`config.mk`:
```
export PLATFORM = sky130hd
export DESIGN_NAME = bcd_timer_core
export DESIGN_NICKNAME = d
export VERILOG_FILES = /design/src/rtl/bcd_timer_core.sv
export SDC_FILE = /design/constraint.sdc
export NUM_CORES = 1
export LEC_CHECK = 0
export CORE_ASPECT_RATIO = 1.5
export CORE_UTILIZATION = 58
export CTS_BUF_LIST = sky130_fd_sc_hd__clkbuf_16
export DETAILED_ROUTE_END_ITERATION = 16
export PLACE_DENSITY = 0.83
export SLEW_MARGIN = 30
export SYNTH_ARGS = -nofsm -noshare
export SYNTH_HDL_FRONTEND = slang
export SYNTH_SLANG_ARGS = --single-unit
```
`constraint.sdc`:
```
create_clock -name clk -period 7.55 [get_ports clk]
set_clock_uncertainty 0.1 [all_clocks]
set_input_delay 1.1325 -clock clk [delete_from_list [all_inputs] [get_ports clk]]
set_output_delay 1.1325 -clock clk [all_outputs]
set_load 0.01 [all_outputs]
```
`src/rtl/bcd_timer_core.sv`:
```
// bcd_timer_core
//   Shared multi-digit BCD up/down counting engine for the clock, countdown
//   timer and stopwatch panels. An internal prescaler turns TICK_DIV clock
//   cycles into one count step; the count either wraps or stops at the
//   terminal value for the current direction, and a one-cycle done pulse
//   marks every terminal event.
//
//   Optional feature macro: LAP_CAPTURE_EN
//     defined     - lap register present, lap_capture snapshots count
//     not defined - lap_value tied to 0, lap_capture ignored
//
// Parameters
//   DIGITS     number of BCD digits (digit 0 least significant)
//   DIGIT_MOD  packed 4-bit modulus per digit, digit i at [4i+3:4i], 2..10
//   TICK_DIV   clk cycles per count step, >= 1
//
// Ports
//   clk          system clock, rising edge
//   rst_n        asynchronous active-low reset
//   start        pulse: enable counting
//   stop         pulse: pause counting (prescaler keeps its phase)
//   clr          synchronous clear of count, prescaler and lap value
//   ld           synchronous load of load_data (illegal digits become 0)
//   load_data    BCD load value
//   dir          0 = count up, 1 = count down (sampled at each tick)
//   wrap_en      1 = wrap at terminal, 0 = stop at terminal
//   lap_capture  pulse: snapshot the count
//   count        current BCD value
//   running      counting enabled
//   done         one-cycle terminal-count pulse
//   lap_value    last captured count
module bcd_timer_core #(
  parameter int                  DIGITS    = 4,
  parameter logic [4*DIGITS-1:0] DIGIT_MOD = {4'd6, 4'd10, 4'd6, 4'd10},
  parameter int                  TICK_DIV  = 1_000_000
) (
  input  logic                clk,
  input  logic                rst_n,
  input  logic                start,
  input  logic                stop,
  input  logic                clr,
  input  logic                ld,
  input  logic [4*DIGITS-1:0] load_data,
  input  logic                dir,
  input  logic                wrap_en,
  input  logic                lap_capture,
  output logic [4*DIGITS-1:0] count,
  output logic                running,
  output logic                done,
  output logic [4*DIGITS-1:0] lap_value
);

  localparam int W  = 4 * DIGITS;
  localparam int PW = (TICK_DIV > 1) ? $clog2(TICK_DIV) : 1;
  localparam logic [PW-1:0] PRESC_LAST = PW'(TICK_DIV - 1);

  // Largest legal value of digit i.
  function automatic logic [3:0] digit_max(input int i);
    return DIGIT_MOD[4*i +: 4] - 4'd1;
  endfunction

  // Replace every out-of-range digit by 0, each digit independently.
  function automatic logic [W-1:0] sanitize(input logic [W-1:0] v);
    logic [W-1:0] r;
    r = v;
    for (int i = 0; i < DIGITS; i++) begin
      if (v[4*i +: 4] > digit_max(i)) r[4*i +: 4] = 4'd0;
    end
    return r;
  endfunction

  // One count step with ripple carry/borrow across all digits.
  // The MSB of the result is the carry (or borrow) out of the top digit,
  // i.e. it is set exactly when the step wraps around the full range.
  function automatic logic [W:0] step(input logic [W-1:0] v, input logic down);
    logic [W-1:0] r;
    logic         c;
    logic [3:0]   d;
    logic [3:0]   m;
    r = v;
    c = 1'b1;
    for (int i = 0; i < DIGITS; i++) begin
      d = v[4*i +: 4];
      m = digit_max(i);
      if (c) begin
        if (!down) begin
          if (d >= m) begin
            r[4*i +: 4] = 4'd0;
          end else begin
            r[4*i +: 4] = d + 4'd1;
            c = 1'b0;
          end
        end else begin
          if (d == 4'd0) begin
            r[4*i +: 4] = m;
          end else begin
            r[4*i +: 4] = d - 4'd1;
            c = 1'b0;
          end
        end
      end
    end
    return {c, r};
  endfunction

  logic [W-1:0]  r_count;
  logic          r_running;
  logic          r_done;
  logic [PW-1:0] r_presc;

  logic [W-1:0]  w_all_max;
  logic [W:0]    w_step;
  logic [W-1:0]  w_next;
  logic          w_wrap_out;
  logic          w_tick;
  logic          w_at_term;
  logic          w_next_term;

  always_comb begin
    w_all_max = '0;
    for (int i = 0; i < DIGITS; i++) begin
      w_all_max[4*i +: 4] = digit_max(i);
    end
  end

  always_comb begin
    w_step      = step(r_count, dir);
    w_next      = w_step[W-1:0];
    w_wrap_out  = w_step[W];
    // Terminal value depends on direction: all-max going up, all-zero down.
    w_at_term   = dir ? (r_count == '0) : (r_count == w_all_max);
    w_next_term = dir ? (w_next  == '0) : (w_next  == w_all_max);
    w_tick      = r_running && (r_presc == PRESC_LAST);
  end

  // Control chain: clr > ld > stop > start > tick. Only the highest-priority
  // action present on an edge takes effect; the prescaler advances only on
  // edges where none of the control pulses is active.
  always_ff @(posedge clk or negedge rst_n) begin
    if (!rst_n) begin
      r_count   <= '0;
      r_running <= 1'b0;
      r_done    <= 1'b0;
      r_presc   <= '0;
    end else begin
      r_done <= 1'b0;
      if (clr) begin
        r_count <= '0;
        r_presc <= '0;
      end else if (ld) begin
        r_count <= sanitize(load_data);
        r_presc <= '0;
      end else if (stop) begin
        r_running <= 1'b0;
      end else if (start) begin
        // In stop-at-terminal mode there is nothing left to count.
        if (wrap_en || !w_at_term) r_running <= 1'b1;
      end else if (r_running) begin
        if (w_tick) begin
          r_presc <= '0;
          if (wrap_en) begin
            r_count <= w_next;
            r_done  <= w_wrap_out;
          end else if (w_at_term) begin
            // Already parked on the terminal (e.g. loaded there while
            // running): hold the value and pause.
            r_running <= 1'b0;
          end else begin
            r_count <= w_next;
            if (w_next_term) begin
              r_done    <= 1'b1;
              r_running <= 1'b0;
            end
          end
        end else begin
          r_presc <= r_presc + PW'(1);
        end
      end
    end
  end

`ifdef LAP_CAPTURE_EN
  logic [W-1:0] r_lap;

  // Snapshot is the value held before this edge's update.
  always_ff @(posedge clk or negedge rst_n) begin
    if (!rst_n) begin
      r_lap <= '0;
    end else if (clr) begin
      r_lap <= '0;
    end else if (lap_capture) begin
      r_lap <= r_count;
    end
  end

  assign lap_value = r_lap;
`else
  logic w_unused_lap;
  assign w_unused_lap = lap_capture;
  assign lap_value    = '0;
`endif

  assign count   = r_count;
  assign running = r_running;
  assign done    = r_done;

endmodule

```
Word-level counts from Yosys, hierarchy flattened:

Cells that the tools add are included.

* register bits after elaboration: 38
* bits in latches: 0
* RAM bits: 0
* bits in read-only memories: 0
* output and inout bits: 34
* logic and storage cells: 111
* memories kept: 0

* add/subtract/negate cells: 9
* $mul: 0
* divide/modulo/power cells: 0
* magnitude comparators: 8
* equal/unequal tests: 7
* shift operators: 0
* multiplexer cells: 67
* bitwise operators: 2
* reductions and logical operators: 14

Operator list (number)
* two-way mux 16 bit: 8
* two-way mux 20 bit: 6
* two-way mux 4 bit: 19
* two-way mux 1 bit: 34
* equality test 16 x 15 -> 1 bit (second input constant): 2
* zero test 16 bit: 2
* adder 20 x 1 -> 20 bit (second input constant): 1
* equality test 20 bit (second input constant): 1
* adder 4 x 1 -> 4 bit (second input constant): 4
* zero test 4 bit: 4
* subtractor 4 x 1 -> 4 bit (second input constant): 4
* inequality test 3 x 1 -> 1 bit (second input constant): 3
* greater-or-equal comparator 4 x 3 -> 1 bit (second input constant): 2
* greater-or-equal comparator 4 bit (second input constant): 2
* greater-than comparator 4 x 3 -> 1 bit (second input constant): 2
* greater-than comparator 4 bit (second input constant): 2
* AND reduction 3 bit: 2
* nonzero test 3 bit: 2
* AND reduction 5 bit: 1
* inequality test 4 bit (second input constant): 1
* inverter 1 bit: 2
* logical AND 1 bit: 1
* zero test 1 bit: 1
* logical OR 1 bit: 1

Depth between registers and ports, before layout:

* depth after elaboration: 17
* depth in mapped cells: 12
* mapped depth without buffers: 10

Worst setup path after synthesis:

OpenSTA, ideal clock, no wires.

* kind: input to register
* start point: input dir
* end point: register r_done (netlist: done)
* setup time: 0.073 ns
* arrival: 3.560 ns
* setup slack: 3.817 ns
* stages on the path: 8
* buffers on the path: 1
* path through: clkbuf_1 > a211o_2 > a21oi_2 > mux2_4 > or4_1 > or4b_1 > a211o_1 > a21oi_2

* word-level cells in the longest chain between the ends: 15
* elaborated cells between the ends (all ways): 27
* classes of those cells: 1 x eq/ne; 25 x mux; 1 x reduce/logical

Ends and longest elaborated chain
* from (decl): RTL line 44 `input logic dir,`
* two-way mux 1 bit: RTL line 86 `if (!down) begin`
* two-way mux 1 bit (2 in series): RTL line 85 `if (c) begin`
* two-way mux 4 bit: RTL line 85
* equality test 16 x 15 -> 1 bit or zero test 16 bit (tied branches): RTL line 132 `w_next_term = dir ? (w_next == '0) : (w_next == w_all_max);`
* two-way mux 1 bit: RTL line 132
* two-way mux 1 bit: RTL line 170 `if (w_next_term) begin`
* two-way mux 1 bit: RTL line 164 `end else if (w_at_term) begin`
* two-way mux 1 bit (*): RTL line 161 `if (wrap_en) begin`
* two-way mux 1 bit (*): RTL line 159 `if (w_tick) begin`
* two-way mux 1 bit (*): RTL line 158 `end else if (r_running) begin`
* two-way mux 1 bit (*): RTL line 155 `end else if (start) begin`
* two-way mux 1 bit (*): RTL line 153 `end else if (stop) begin`
* two-way mux 1 bit (*): RTL line 150 `end else if (ld) begin`
* two-way mux 1 bit (*): RTL line 147 `if (clr) begin`
* to (signal assigned): RTL line 163 `r_done <= w_wrap_out;`
* to (decl): RTL line 108 `logic r_done;`

Every way passes the cells marked *; elsewhere a longest branch is shown, timed or not.
A chain may end at the register's enable or synchronous reset.

Worst setup path in the final report:

Same ends and word-level chain as after synthesis.

==> results.cfg <==
[run_status]
status = complete, no violations

[drt]
wire_per_inst_um = 16.84
routed_wl_um = 8655
ant_nets = 0
num_vias = 3266
drc = 0
firstDrtPassIters = 5
viasPerCell = 6.354
drtIter0Drc = 244

[power_and_ir_drop]
power_frac_comb_pct = 25.9
pwr-share-seq_pct = 38.9
p_leak_nw = 1.513
internal_power_mw = 0.3928
p_sw_mw = 0.1802
power.density_cell_area_nw_per_um2 = 151.4
ir_worst_vdd_mv = 0.1202
switching_share_pct = 31.45
p_clk_share_pct = 35.2

[sta]
fmax_mhz = 241.1
period_needed_ns = 4.148
rsz0062_at_grt = false
min_period_over_period_pct = 54.94
setup_viol = 0
hold_slack_ns = 0.4288
finalHoldViolations = 0
max-slew-margin-rel_pct = 47.10
tns_ns = 0
worst_pin_slew_ns = 0.7917
maxSlewViolCount = 0

[global_route]
antenna_found_initial = 0
grt_pass1_wl_um = 14400
grt_pass1_vias = 3163
overflow = 0
grt_max_degree = 39
grt_usage_pct = 30.70

[clocking]
clkSlewWorstSetupHoldPaths_ns = 0.06
cts-root-buf = clkbuf_16
numCtsBuffers = 5
clockBufferDepth = 2
clock_latency_ns = 0.28
cts_setup_buffers = 0
cts_sinks = 38
postCtsHoldBufs = 0
h-tree-depth = 2
cts_resized = 0
cts_tree = yes

[cells_and_area]
instances_no_fill = 514
antenna_cells = 0
layout_common_cells = 47 x nand2_1, 40 x nor2_1, 39 x clkdlybuf4s50_1
syn_to_final_growth_pct = 15.28
nNetsFinal = 482
layout-drive-gt1-share_pct = 6.081
layout_commonest_cell = nand2_1

[synth]
synth.distinct_cells = 69
syn_area_per_cell_um2 = 7.969
synthesis.instances = 412
seq_area_frac_synth_pct = 28.96
synth_edf_count = 0
async_flop_share_pct = 100.0
ys_warn_count = 0
synth_area_um2 = 3283
synth-main-ff-cell = dfrtp_1
ys_ff_latch = 38

[floorplanning]
die_w_um = 63.43
rows = 33
dieArea_um2 = 5972
initial_core_util_pct = 60.24
io_pins = 59
coreArea_um2 = 5450
die_h_um = 94.15

[flow_run]
cap_violations = 0

[setup_path]
worst_setup_path_end_kind = flop
critPathKind = primary input to flop
crit_required_ns = 7.66
critPathMaxFanout = 30
worst_setup_path_start_kind = primary input
cp.arrival_ns = 4.26

[worst_hold_path]
hold_class = flop to flop

[place]
globalplace.congestion = 0.9158
dp.cells = 506
port_buffers = 41
hpwl_um = 6228
-- cells in the mapped netlist, types with 2 or more instances --
cell	number	area, um^2
and4b_1	2	20.02
a22oi_1	4	30.03
xor2_1	9	78.83
nor4_1	2	12.51
o211ai_1	2	15.01
a221oi_1	2	17.52
nand3b_1	4	30.03
o21ai_1	3	15.01
dfrtp_1	38	950.9
a31oi_1	4	25.02
or2_2	2	12.51
nand2_1	47	176.4
inv_1	13	48.80
nor2_1	40	150.1
nor3_1	10	50.05
or4b_1	3	30.03
nor2b_1	7	43.79
buf_4	16	120.1
o31ai_1	9	67.56
clkbuf_1	12	45.04
mux2i_1	3	30.03
or3_1	9	56.30
and4_1	2	17.52
nand3_1	12	60.06
nor4b_1	6	52.55
a211oi_1	5	37.54
a2bb2oi_1	2	17.52
a41oi_1	2	17.52
and2_1	3	18.77
and3_1	5	31.28
o22ai_1	2	12.51
o221ai_1	2	17.52
ha_1	14	175.2
a21oi_2	2	17.52
a211o_1	2	17.52
nor3b_1	6	45.04
buf_2	5	25.02
a21oi_1	20	100.1
or4_1	4	30.03
a22o_1	6	52.55
nand4_1	9	56.30
nand2b_1	8	50.05
o21ai_0	28	140.1
-- cells by family (layout without fill, tap and decap cells) --
| family | count (synthesis) | in the layout | share of synthesized area (%) |
|---|---|---|---|
| flops | 38 | 38 | 28.96 |
| buf+inv | 49 | 66 | 7.850 |
| mux | 7 | 7 | 2.744 |
| fa+ha+maj | 14 | 14 | 5.335 |
| xor+xnor | 9 | 9 | 2.401 |
| compound gates | 106 | 106 | 21.76 |
| other cells | 1 | 16 | 0.1142 |
| simple gates | 188 | 188 | 30.83 |
-- path summary, 6_finish.rpt --
kind,depth (start not counted),end,slack (ns),startpoint
worst max register to register,10,done,3.71,count[8]
worst min register to register,1,r_presc[18],0.43,r_presc[18]
worst min-delay path,1,r_presc[18],0.43,r_presc[18]
max in group asynchronous,1,r_presc[0],6.27,rst_n
min in group asynchronous,1,r_presc[17],0.72,rst_n
worst max-delay path,9,done,3.40,dir
-- stage by stage --
stage,setup slack [ns],instance area [um^2],total power [mW],utilization (%)
floorplan,3.817,3339,0.3258,-
global placement,2.506,3650,0.3685,66.97
detailed placement,2.422,3650,0.3724,66.97
CTS,2.702,3787,0.5718,69.49
global route,3.270,3785,0.6001,69.44
finish,3.402,3785,0.5730,69.44
-- metal layers --
| layer | vias up | GRT usage [%] | share of wire (%) |
|---|---|---|---|
| met3 | 26 | 4.126 | 5.1 |
| met1 | 1544 | 32.55 | 37 |
| met4 | 0 | 17.61 | 3.3 |
| met2 | 145 | 56.91 | 54 |
| met5 | - | 0 | 0 |
| li1 | 1551 | - | - |
-- layout make-up --
cell class,instances,area [um^2]
clock buffers,5,125.1
fillers,468,1665
repair buffers,43,417.9
well taps,70,87.58
inverters,15,56.30
multi-input cells,340,2135
flip-flops and latches,38,950.9
clock inverters,3,12.51
-- flip-flops by register name, indices dropped and copies added (netlist names) --
register / count
count: 16
done: 1
r_presc: 20
running: 1
-- power groups by stage --
stage               sequential, mW  clock (mW)  combinational [mW]
floorplan                    0.222           0               0.103
global placement             0.226           0               0.142
detailed placement           0.226           0               0.146
CTS                          0.223       0.202               0.147
global route                 0.225       0.212               0.163
finish                       0.223       0.201               0.148
-- critical path, stage by stage --
cell and delay (ns):
buf_2 0.43, nor2b_1 0.38, a22oi_4 0.20, a21oi_2 0.29
mux2_4 0.35, or4_1 0.51, or4b_1 0.52, a211o_1 0.31
a21oi_2 0.12
Note: power is estimated with default switching activity, not from simulation.
